--- src/rtl/framebuffer_scanner_pkg.sv ---
// -----------------------------------------------------------------------------
// framebuffer_scanner_pkg
// Shared CHIP-8 framebuffer geometry and scanner types. The GPU draws into
// the same layout: byte address = screen_start + y*8 + x/8, bit 7 = leftmost.
// Contents:
//   SCREEN_W/H/BYTES      display geometry (64 x 32, 256 bytes)
//   SCREEN_START_DEFAULT  default byte address of row 0, column 0
//   scan_state_t          scanner FSM states
//   fb_byte_addr()        framebuffer byte index -> memory address
// -----------------------------------------------------------------------------
package framebuffer_scanner_pkg;

   localparam int          SCREEN_W               = 64;
   localparam int          SCREEN_H               = 32;
   localparam int          SCREEN_BYTES           = 256;
   localparam logic [15:0] SCREEN_START_DEFAULT   = 16'h0100;
   localparam int          PREFETCH_DEPTH_DEFAULT = 2;

   localparam int PIX_X_W = $clog2(SCREEN_W);            // 6
   localparam int PIX_Y_W = $clog2(SCREEN_H);            // 5
   localparam int PIX_W   = PIX_X_W + PIX_Y_W;           // 11
   localparam int FETCH_W = $clog2(SCREEN_BYTES) + 1;    // holds 0..256

   typedef enum logic [1:0] {
      ST_IDLE,
      ST_FETCH,
      ST_DONE
   } scan_state_t;

   function automatic logic [15:0] fb_byte_addr(input logic [15:0]        base,
                                                input logic [FETCH_W-1:0] index);
      return base + 16'(index);
   endfunction

endpackage

--- src/rtl/framebuffer_scanner_byte_fifo.sv ---
// -----------------------------------------------------------------------------
// framebuffer_scanner_byte_fifo
// Small show-ahead FIFO (default 2 x 8 bit, depth must be a power of two).
// Push into a full FIFO and pop from an empty one are ignored. Simultaneous
// push and pop leaves the occupancy unchanged.
// Ports:
//   clk, reset            clock, synchronous active-high reset
//   push, push_data       write request and data
//   pop                   read request; pop_data is the current head
//   pop_data              head entry (valid when !empty)
//   empty, full, count    occupancy status
// -----------------------------------------------------------------------------
module framebuffer_scanner_byte_fifo #(
   parameter int WIDTH = 8,
   parameter int DEPTH = 2
) (
   input  logic                       clk,
   input  logic                       reset,
   input  logic                       push,
   input  logic [WIDTH-1:0]           push_data,
   input  logic                       pop,
   output logic [WIDTH-1:0]           pop_data,
   output logic                       empty,
   output logic                       full,
   output logic [$clog2(DEPTH+1)-1:0] count
);

   localparam int PTR_W = (DEPTH > 1) ? $clog2(DEPTH) : 1;
   localparam int CNT_W = $clog2(DEPTH + 1);

   logic [WIDTH-1:0] mem [DEPTH];
   logic [PTR_W-1:0] wr_ptr;
   logic [PTR_W-1:0] rd_ptr;
   logic             do_push;
   logic             do_pop;

   assign empty    = (count == '0);
   assign full     = (count == CNT_W'(DEPTH));
   assign do_push  = push && !full;
   assign do_pop   = pop && !empty;
   assign pop_data = mem[rd_ptr];

   // NOTE: the storage array has no reset; only the pointers and count do,
   // so stale entries are unreachable and the array maps onto plain registers/RAM.
   always_ff @(posedge clk) begin
      if (do_push) mem[wr_ptr] <= push_data;
   end

   // Pointers wrap naturally because DEPTH is a power of two.
   always_ff @(posedge clk) begin
      if (reset) begin
         wr_ptr <= '0;
         rd_ptr <= '0;
         count  <= '0;
      end else begin
         if (do_push) wr_ptr <= wr_ptr + 1'b1;
         if (do_pop)  rd_ptr <= rd_ptr + 1'b1;
         case ({do_push, do_pop})
            2'b10:   count <= count + 1'b1;
            2'b01:   count <= count - 1'b1;
            default: count <= count;
         endcase
      end
   end

endmodule

--- src/rtl/framebuffer_scanner.sv ---
// -----------------------------------------------------------------------------
// framebuffer_scanner
// Reads the 64 x 32 CHIP-8 framebuffer byte by byte from main memory and
// serialises it MSB-first into a valid/ready pixel stream with coordinates.
// A 2-byte prefetch FIFO hides memory latency and arbitration stalls.
// Ports:
//   clk, reset                 clock, synchronous active-high reset
//   start, ready               frame request (taken only when ready = idle)
//   mem_busy                   another master owns memory; no request issued
//   mem_read, mem_addr         registered one-cycle read strobe and address
//   mem_read_byte              read data, valid the cycle after mem_read
//   pixel_valid, pixel_ready   pixel stream handshake
//   pixel, pixel_x, pixel_y    pixel value and its column/row
//   pixel_last                 marks pixel (63,31)
// -----------------------------------------------------------------------------
module framebuffer_scanner
   import framebuffer_scanner_pkg::*;
#(
   parameter logic [15:0] screen_start   = SCREEN_START_DEFAULT,
   parameter int          prefetch_depth = PREFETCH_DEPTH_DEFAULT
) (
   input  logic         clk,
   input  logic         reset,
   input  logic         start,
   output logic         ready,
   input  logic         mem_busy,
   output logic         mem_read,
   output logic [15:0]  mem_addr,
   input  logic [7:0]   mem_read_byte,
   output logic         pixel_valid,
   input  logic         pixel_ready,
   output logic         pixel,
   output logic [5:0]   pixel_x,
   output logic [4:0]   pixel_y,
   output logic         pixel_last
);

   localparam int                 CNT_W     = $clog2(prefetch_depth + 1);
   localparam logic [PIX_W-1:0]   LAST_PIX  = PIX_W'(SCREEN_W * SCREEN_H - 1);
   localparam logic [FETCH_W-1:0] FETCH_END = FETCH_W'(SCREEN_BYTES);

   scan_state_t        state;
   logic [FETCH_W-1:0] fetch_index;
   logic [PIX_W-1:0]   pix_index;
   logic               cap_en;       // read data arrives this cycle
   logic [7:0]         shreg;        // current byte, presented pixel in bit 7
   logic [2:0]         bit_cnt;      // pixels left in shreg after this one

   logic               fifo_empty;
   logic               fifo_full;
   logic [7:0]         fifo_data;
   logic [CNT_W-1:0]   fifo_count;

   logic               outstanding;
   logic               issue;
   logic               fire;
   logic               load;
   logic               last_fire;

   // A read is outstanding from its strobe until its byte is pushed.
   assign outstanding = mem_read | cap_en;

   // With nothing outstanding, "occupancy + outstanding < depth" reduces to a
   // plain occupancy test. A start in IDLE issues the first read at once.
   assign issue = !outstanding && !mem_busy
                  && (fifo_count < CNT_W'(prefetch_depth))
                  && (fetch_index < FETCH_END)
                  && ((state == ST_FETCH) || ((state == ST_IDLE) && start));

   assign fire      = pixel_valid && pixel_ready;
   assign load      = !fifo_empty && (!pixel_valid || (fire && (bit_cnt == 3'd0)));
   assign last_fire = fire && (pix_index == LAST_PIX);

   assign ready      = (state == ST_IDLE);
   assign pixel      = shreg[7];
   assign pixel_x    = pix_index[PIX_X_W-1:0];
   assign pixel_y    = pix_index[PIX_W-1:PIX_X_W];
   assign pixel_last = pixel_valid && (pix_index == LAST_PIX);

   framebuffer_scanner_byte_fifo #(
      .WIDTH (8),
      .DEPTH (prefetch_depth)
   ) u_fifo (
      .clk       (clk),
      .reset     (reset),
      .push      (cap_en),
      .push_data (mem_read_byte),
      .pop       (load),
      .pop_data  (fifo_data),
      .empty     (fifo_empty),
      .full      (fifo_full),
      .count     (fifo_count)
   );

   // NOTE: all state here uses non-blocking assignments so every branch sees
   // the pre-edge values; later statements in the block override earlier ones.
   always_ff @(posedge clk) begin
      if (reset) begin
         state       <= ST_IDLE;
         fetch_index <= '0;
         pix_index   <= '0;
         mem_read    <= 1'b0;
         mem_addr    <= '0;
         cap_en      <= 1'b0;
         shreg       <= '0;
         bit_cnt     <= '0;
         pixel_valid <= 1'b0;
      end else begin
         mem_read <= 1'b0;
         mem_addr <= '0;
         cap_en   <= mem_read;

         // Output shifter: reload from the FIFO as the last bit leaves.
         if (load) begin
            shreg       <= fifo_data;
            bit_cnt     <= 3'd7;
            pixel_valid <= 1'b1;
         end else if (fire) begin
            if (bit_cnt == 3'd0) begin
               pixel_valid <= 1'b0;
            end else begin
               shreg   <= {shreg[6:0], 1'b0};
               bit_cnt <= bit_cnt - 3'd1;
            end
         end
         if (fire) pix_index <= pix_index + 1'b1;

         case (state)
            ST_IDLE: begin
               if (start) begin
                  state       <= ST_FETCH;
                  fetch_index <= '0;
                  pix_index   <= '0;
               end
            end
            ST_FETCH: begin
               if (fetch_index == FETCH_END) state <= ST_DONE;
            end
            default: ;
         endcase

         if (issue) begin
            mem_read    <= 1'b1;
            mem_addr    <= fb_byte_addr(screen_start, fetch_index);
            fetch_index <= fetch_index + 1'b1;
         end

         // Accepting pixel (63,31) ends the frame; pix_index has wrapped to 0.
         if (last_fire) begin
            state       <= ST_IDLE;
            fetch_index <= '0;
         end
      end
   end

   no_fifo_overflow: assert property (@(posedge clk) disable iff (reset) cap_en |-> !fifo_full);

endmodule
--- config.mk ---
export PLATFORM = sky130hd
export DESIGN_NAME = framebuffer_scanner
export DESIGN_NICKNAME = d
export VERILOG_FILES = /design/src/rtl/framebuffer_scanner_pkg.sv /design/src/rtl/framebuffer_scanner_byte_fifo.sv /design/src/rtl/framebuffer_scanner.sv
export SDC_FILE = /design/constraint.sdc
export NUM_CORES = 1
export LEC_CHECK = 0
export ABC_AREA = 1
export BUFFER_PORTS_ARGS = -buffer_cell sky130_fd_sc_hd__buf_4
export CAP_MARGIN = 30
export CORE_UTILIZATION = 40
export DETAILED_ROUTE_END_ITERATION = 8
export HOLD_SLACK_MARGIN = 0.15
export MAX_ROUTING_LAYER = met4
export PLACE_DENSITY = 0.58
export SYNTH_ARGS = -nofsm -noshare
export SYNTH_HDL_FRONTEND = slang
export SYNTH_SLANG_ARGS = --single-unit
export TNS_END_PERCENT = 5
--- constraint.sdc ---
create_clock -name clk -period 2.35 [get_ports clk]
set_clock_uncertainty 0.1 [all_clocks]
set_input_delay 0.3525 -clock clk [delete_from_list [all_inputs] [get_ports clk]]
set_output_delay 0.3525 -clock clk [all_outputs]
set_load 0.1 [all_outputs]
==> results of run 1 <==
[layout by cell type, fill, tap and decap left out, drive strengths merged, types with 7 or more instances in the layout]
cell	count
a21oi	31
buf	42
clkbuf	9
conb	7
dfxtp	51
dlygate4sd3	9
edfxtp	16
inv	55
nand2	64
nand3	27
nor2	43
o21ai	37
[critical path, cell delays in order, from the launching register on]
cell,delay [ns]
dfxtp_1,0.31
inv_1,0.05
ha_1,0.20
ha_1,0.17
inv_1,0.06
nand2_2,0.11
nand2_1,0.10
nor2_2,0.04
ha_1,0.30
a21oi_1,0.11
o21ai_0,0.11
o21ai_0,0.17
a21oi_1,0.05
[per-stage QoR]
| stage | power, W | TNS [ns] |
|---|---|---|
| floorplan | 0.00220 | -0.321 |
| global placement | 0.00234 | 0 |
| detailed placement | 0.00235 | 0 |
| CTS | 0.00355 | 0 |
| global route | 0.00374 | 0 |
| finish | 0.00352 | 0 |
[sequential cells by signal, summed over array words and instances, names as in the netlist, 2 cells and up, named ones only]
name          count
u_fifo.count      2
fetch_index       9
pix_index        11
bit_cnt           3
u_fifo.mem       16
state             2
shreg             8
mem_addr         10
[power groups by stage]
stage | clock [W] | combinational (W) | sequential [W]
6_report | 0.00118 | 0.000917 | 0.00142
5_1_grt | 0.00125 | 0.00105 | 0.00144
4_1_cts | 0.00121 | 0.000919 | 0.00142
3_5_place_dp | 0 | 0.000905 | 0.00145
3_3_place_gp | 0 | 0.000892 | 0.00145
2_1_floorplan | 0 | 0.000626 | 0.00158
[per-layer routing]
metal	global-route usage, %	vias to the layer above
li1	-	1256
met1	22.6	1064
met2	26.1	44
met3	5.40	7
met4	6.36	0
met5	-	-
[cells by family (layout without fill, tap and decap cells)]
family	Yosys count	count (layout)	share of synthesized area, %
compound gates	69	69	12.0
xor+xnor	5	5	1.52
fa+ha+maj	6	6	2.60
buf+inv	66	121	10.0
flops	67	67	52.1
other cells	1	7	0.130
simple gates	143	143	21.6
[worst max-delay path by stage]
stage / end / slack [ns]
final: u_fifo.count[1] / 0.34
after global routing: u_fifo.count[1] / 0.12
after CTS: pixel_last / 0.32
after detailed placement: u_fifo.count[1] / 0.35
after global placement: u_fifo.count[1] / 0.40
after floorplan: pixel_last / -0.05
[final cells by class]
type	count	area (um^2)
Inverter	54	203
Multi-Input combinational cell	230	1150
Timing Repair Buffer	51	405
Tap cell	96	120
Clock buffer	9	124
Clock inverter	7	125
Fill cell	671	3210
Sequential cell	67	1540
==> impl_metrics.py, run 1 <==
metrics = {
    "run_status": {
        "status": "finished clean",
    },
    "setup_path": {
        "reg2reg_from": "bit_cnt[0]",
        "cp.arrival_ns": 2.14,
        "reg2reg_to": "u_fifo.count[1]",
        "cp_max_fo": 10,
        "critical_path_class": "reg -> reg",
        "worst-r2r-cell-count": 12,
        "start_kind": "flip-flop",
        "crit_start": "bit_cnt[0]",
        "cp.required_ns": 2.48,
        "endpoint_kind": "flip-flop",
        "rrSetupSlack_ns": 0.34,
    },
    "sta": {
        "drv_slew": 0,
        "setup-violations-final": 0,
        "fin_crit_sh_pct": 85.6,
        "hold_viol": 0,
        "hold-worst-slack_ns": 0.250,
        "fmax_mhz": 497,
        "relSlewSlack_pct": 66.7,
        "period_minus_slack_ns": 2.01,
        "max_slew.worst_pin.slew_ns": 0.494,
        "fin_ws_ns": 0.338,
        "rsz0062_at_grt": "no",
    },
    "placement": {
        "dp.cells": 489,
        "place_area_um2": 3320,
        "port_buffers": 38,
        "hpwl_mm": 3.95,
        "gp_congestion": 0.824,
        "pre_cts_slack_ns": 0.348,
    },
    "routing": {
        "wl_met3_um": 289,
        "top_layer_used": "met4",
        "via_count": 2371,
        "drt-total-wl_mm": 5.56,
        "wl_met2_mm": 2.47,
        "first_pass_iters": 4,
        "postRouteAntennaNets": 0,
        "drt-met1-wl_mm": 2.73,
        "drt-initial-drc-count": 120,
        "routedWlPerCell_um": 10.8,
        "route.detailed.drc": 0,
        "vias_per_cell": 4.61,
    },
    "yosys": {
        "syn_area_um2": 2880,
        "synth_top_cell_area_share_pct": 35.4,
        "synthArstFlopShare_pct": 0,
        "avgSynthCellArea_um2": 8.07,
        "yosysTopAreaCell": "dfxtp_1",
        "ys_seq_area_share_pct": 52.1,
        "synth.area.top_cells": "dfxtp_1 (35%), edfxtp_1 (17%), nand2_1 (7.6%), inv_1 (6.9%), o21ai_0 (5.9%)",
        "synth_common_cells": "nand2_1 (58), inv_1 (53), dfxtp_1 (51)",
        "ys_types": 27,
        "ys_warn_count": 0,
        "synth-edff-count": 16,
        "synth_flop_cell": "dfxtp_1",
        "synth_most_common_cell": "nand2_1",
        "synthCells": 357,
        "ys_ff_latch": 67,
    },
    "clock_tree": {
        "clock_path_buffers": 2,
        "cts-htree-levels": 3,
        "tritoncts": "yes",
        "cts_made_buffers": 9,
        "holdBufCountCts": 9,
        "clk_latency_ns": 0.34,
        "cts_sinks": 67,
        "clk_pin_slew_ns": 0.08,
        "cts_resized": 0,
        "cts_setup_buffers": 0,
        "root_buffer": "clkbuf_8",
    },
    "power": {
        "pwr-share-clk_pct": 33.5,
        "netSwitchingFraction_pct": 34.4,
        "p_leak_nw": 1.55,
        "p_comb_share_pct": 26.1,
        "internal_power_w": 0.00231,
        "power_density_nw_per_um2": 961,
        "p_sw_w": 0.00121,
        "ir_drop_uv": 343,
        "p_seq_share_pct": 40.4,
    },
    "finish": {
        "syn_to_final_growth_pct": 27.0,
        "drive_gt1_share_pct": 20.6,
        "finish.net_count": 432,
        "finish.utilization_pct": 53.3,
        "design_area_um2": 3660,
        "diodes": 0,
        "final_cell_count_no_fill": 514,
    },
    "global_routing": {
        "grt_pass1_vias": 2204,
        "grt_pass1_wl_mm": 9.88,
        "grt-ovfl-total": 0,
        "grt_max_degree": 17,
        "grt_usage_pct": 17.6,
        "grt_antenna_before_repair": 0,
    },
    "floorplanning": {
        "start_util_pct": 42.0,
        "die-width_um": 86.9,
        "dieArea_um2": 7550,
        "core_um2": 6870,
        "ioPinCount": 45,
        "die_h_um": 86.9,
        "rows": 30,
    },
    "hold_path": {
        "hold_class": "in -> reg",
        "holdPathEnd": "pixel_valid",
        "holdPathStages": 4,
        "min_from": "pixel_ready",
    },
    "job": {
        "drv_cap": 0,
    },
}
Note: power is estimated with default switching activity, not from simulation.
==> run 2, diff against run 1 <==
==> constraint.sdc (replaced) <==
create_clock -name clk -period 2.36 [get_ports clk]
set_clock_uncertainty 0.1 [all_clocks]
set_input_delay 0.354 -clock clk [delete_from_list [all_inputs] [get_ports clk]]
set_output_delay 0.354 -clock clk [all_outputs]
set_load 0.1 [all_outputs]
==> impl_metrics.py, run 2 (synthesized netlist as in run 1, its figures left out) <==
metrics = {
    "setup_path": {
        "critPathMaxStageDelay_ns": 0.31,
        "path_common_cell": "ha_1",
        "rrSetupSlack_ns": 0.33,
        "cp-endpoint": "u_fifo.count[1]",
        "endpoint_kind": "flip-flop",
        "start_kind": "flip-flop",
        "cp_max_fo": 10,
        "reg2reg_from": "bit_cnt[0]",
        "worst-r2r-cell-count": 12,
        "slowest_stage": "dfxtp_1",
        "cp.arrival_ns": 2.16,
        "reg2reg_to": "u_fifo.count[1]",
        "critical_path_class": "reg -> reg",
        "worstPathCellList": "inv_1 > ha_1 > ha_1 > inv_1 > nand2_2 > nand2_1 > nor2_2 > ha_1 > a21oi_1 > o21ai_0 > o21ai_0 > a21oi_1",
        "crit_start": "bit_cnt[0]",
        "cp.required_ns": 2.49,
    },
    "finish": {
        "mostFrequentLayoutCells": "nand2_1 (58), inv_1 (53), buf_4 (42), dfxtp_1 (39), nor2_1 (38)",
        "reg_top3": "u_fifo.mem x16, pix_index x11, mem_addr x10",
        "ff_latch_area_um2": 1540,
        "diodes": 0,
        "finish.net_count": 432,
        "drive_gt1_share_pct": 20.6,
        "regMostFlops": "u_fifo.mem",
        "largest_reg_flops": 16,
        "multi_input_area_um2": 1150,
        "final_common_cell": "nand2_1",
        "design_area_um2": 3610,
        "syn_to_final_growth_pct": 25.3,
        "n_fill_cell": 686,
    },
    "routing": {
        "first_pass_iters": 4,
        "drt-initial-drc-count": 91,
        "vias_per_cell": 4.61,
        "drt-met1-wl_mm": 2.87,
        "postRouteAntennaNets": 0,
        "route.detailed.drc": 0,
        "wl_met3_um": 179,
        "routedWlPerCell_um": 11.0,
        "wl_met2_mm": 2.43,
        "drt-total-wl_mm": 5.63,
        "via_count": 2372,
        "top_layer_used": "met4",
    },
    "placement": {
        "hpwl_mm": 3.99,
        "port_buffers": 38,
        "gp_congestion": 0.824,
        "place_area_um2": 3320,
    },
    "floorplanning": {
        "start_util_pct": 42.0,
        "die_h_um": 86.9,
        "ioPinCount": 45,
        "core_um2": 6870,
        "die-width_um": 86.9,
        "dieArea_um2": 7550,
        "rows": 30,
    },
    "global_routing": {
        "grt_pass1_vias": 2245,
        "grt_antenna_before_repair": 0,
        "grt_max_degree": 17,
        "grt_pass1_wl_mm": 9.92,
        "grt-ovfl-total": 0,
        "grt_usage_pct": 17.6,
    },
    "job": {
        "drv_cap": 0,
    },
    "clock_tree": {
        "clk_latency_ns": 0.34,
        "cts_sinks": 67,
        "cts_made_buffers": 9,
        "cts-htree-levels": 3,
        "root_buffer": "clkbuf_8",
        "clock_path_buffers": 2,
        "clk_pin_slew_ns": 0.08,
        "tritoncts": "yes",
    },
    "sta": {
        "fmax_mhz": 492,
        "drv_slew": 0,
        "period_minus_slack_ns": 2.03,
        "fin_crit_sh_pct": 86.0,
        "hold_viol": 0,
        "relSlewSlack_pct": 66.4,
        "max_slew.worst_pin.slew_ns": 0.498,
        "tns_ns": 0,
        "setup-violations-final": 0,
        "rsz0062_at_grt": "no",
    },
    "run_status": {
        "status": "finished clean",
    },
    "hold_path": {
        "hold_class": "in -> reg",
    },
    "power": {
        "ir_drop_uv": 380,
        "p_leak_nw": 1.53,
        "power_density_nw_per_um2": 912,
    },
}
run 2: how the worst min path moves through the flow:
stage,depth (start not counted),startpoint,end
after floorplan,1,reset,pixel_valid
after global placement,1,u_fifo.rd_ptr,flip-flop
after detailed placement,2,mem_read,cap_en
after CTS,4,pixel_ready,pixel_valid
after global routing,4,pixel_ready,pixel_valid
final,4,pixel_ready,pixel_valid
run 2: worst max-delay path, delay by kind of cell, from the launching register on:
family / cells / cell delay [ns]
AO/OA/AOI/OAI: 4 / 0.44
adder cells (fa/ha/maj): 3 / 0.70
buffers and inverters: 2 / 0.11
flip-flops: 1 / 0.31
AND/OR/NAND/NOR: 3 / 0.25
run 2: through the flow:
stage | instances | setup slack, ns | utilization (%) | power (W) | hold WS [ns]
final | 514 | 0.330 | 52.6 | 0.00329 | 0.263
after global routing | 514 | 0.104 | 52.6 | 0.00351 | 0.264
after CTS | 514 | 0.318 | 52.6 | 0.00333 | 0.246
after detailed placement | 489 | 0.341 | 48.4 | 0.00235 | 0.337
after global placement | 489 | 0.415 | 48.4 | 0.00233 | 0.332
after floorplan | 363 | -0.0376 | - | 0.00219 | 0.314
run 2: timing repair:
item	CTS	global route
gates resized for setup	0	0
hold buffers	9	0
endpoints found under the hold margin	20	0
setup buffers	0	0
run 2: final cells by class:
cell class | instances | area share, %
Clock buffer | 9 | 3.43
Clock inverter | 7 | 2.11
Inverter | 54 | 5.61
Multi-Input combinational cell | 230 | 31.8
Sequential cell | 67 | 42.5
Tap cell | 96 | 3.33
Timing Repair Buffer | 51 | 11.2
run 2: power by group:
group          internal [W]  switching, W  total [W]
sequential          0.00131      0.000101    0.00141
combinational      0.000274      0.000641   0.000915
clock              0.000495      0.000469   0.000963
total               0.00208       0.00121    0.00329
run 2: metal layers:
layer	vias to the layer above	GRT usage, %
met3	12	4.27
met5	-	-
li1	1248	-
met2	45	25.8
met4	0	8.79
met1	1067	22.8
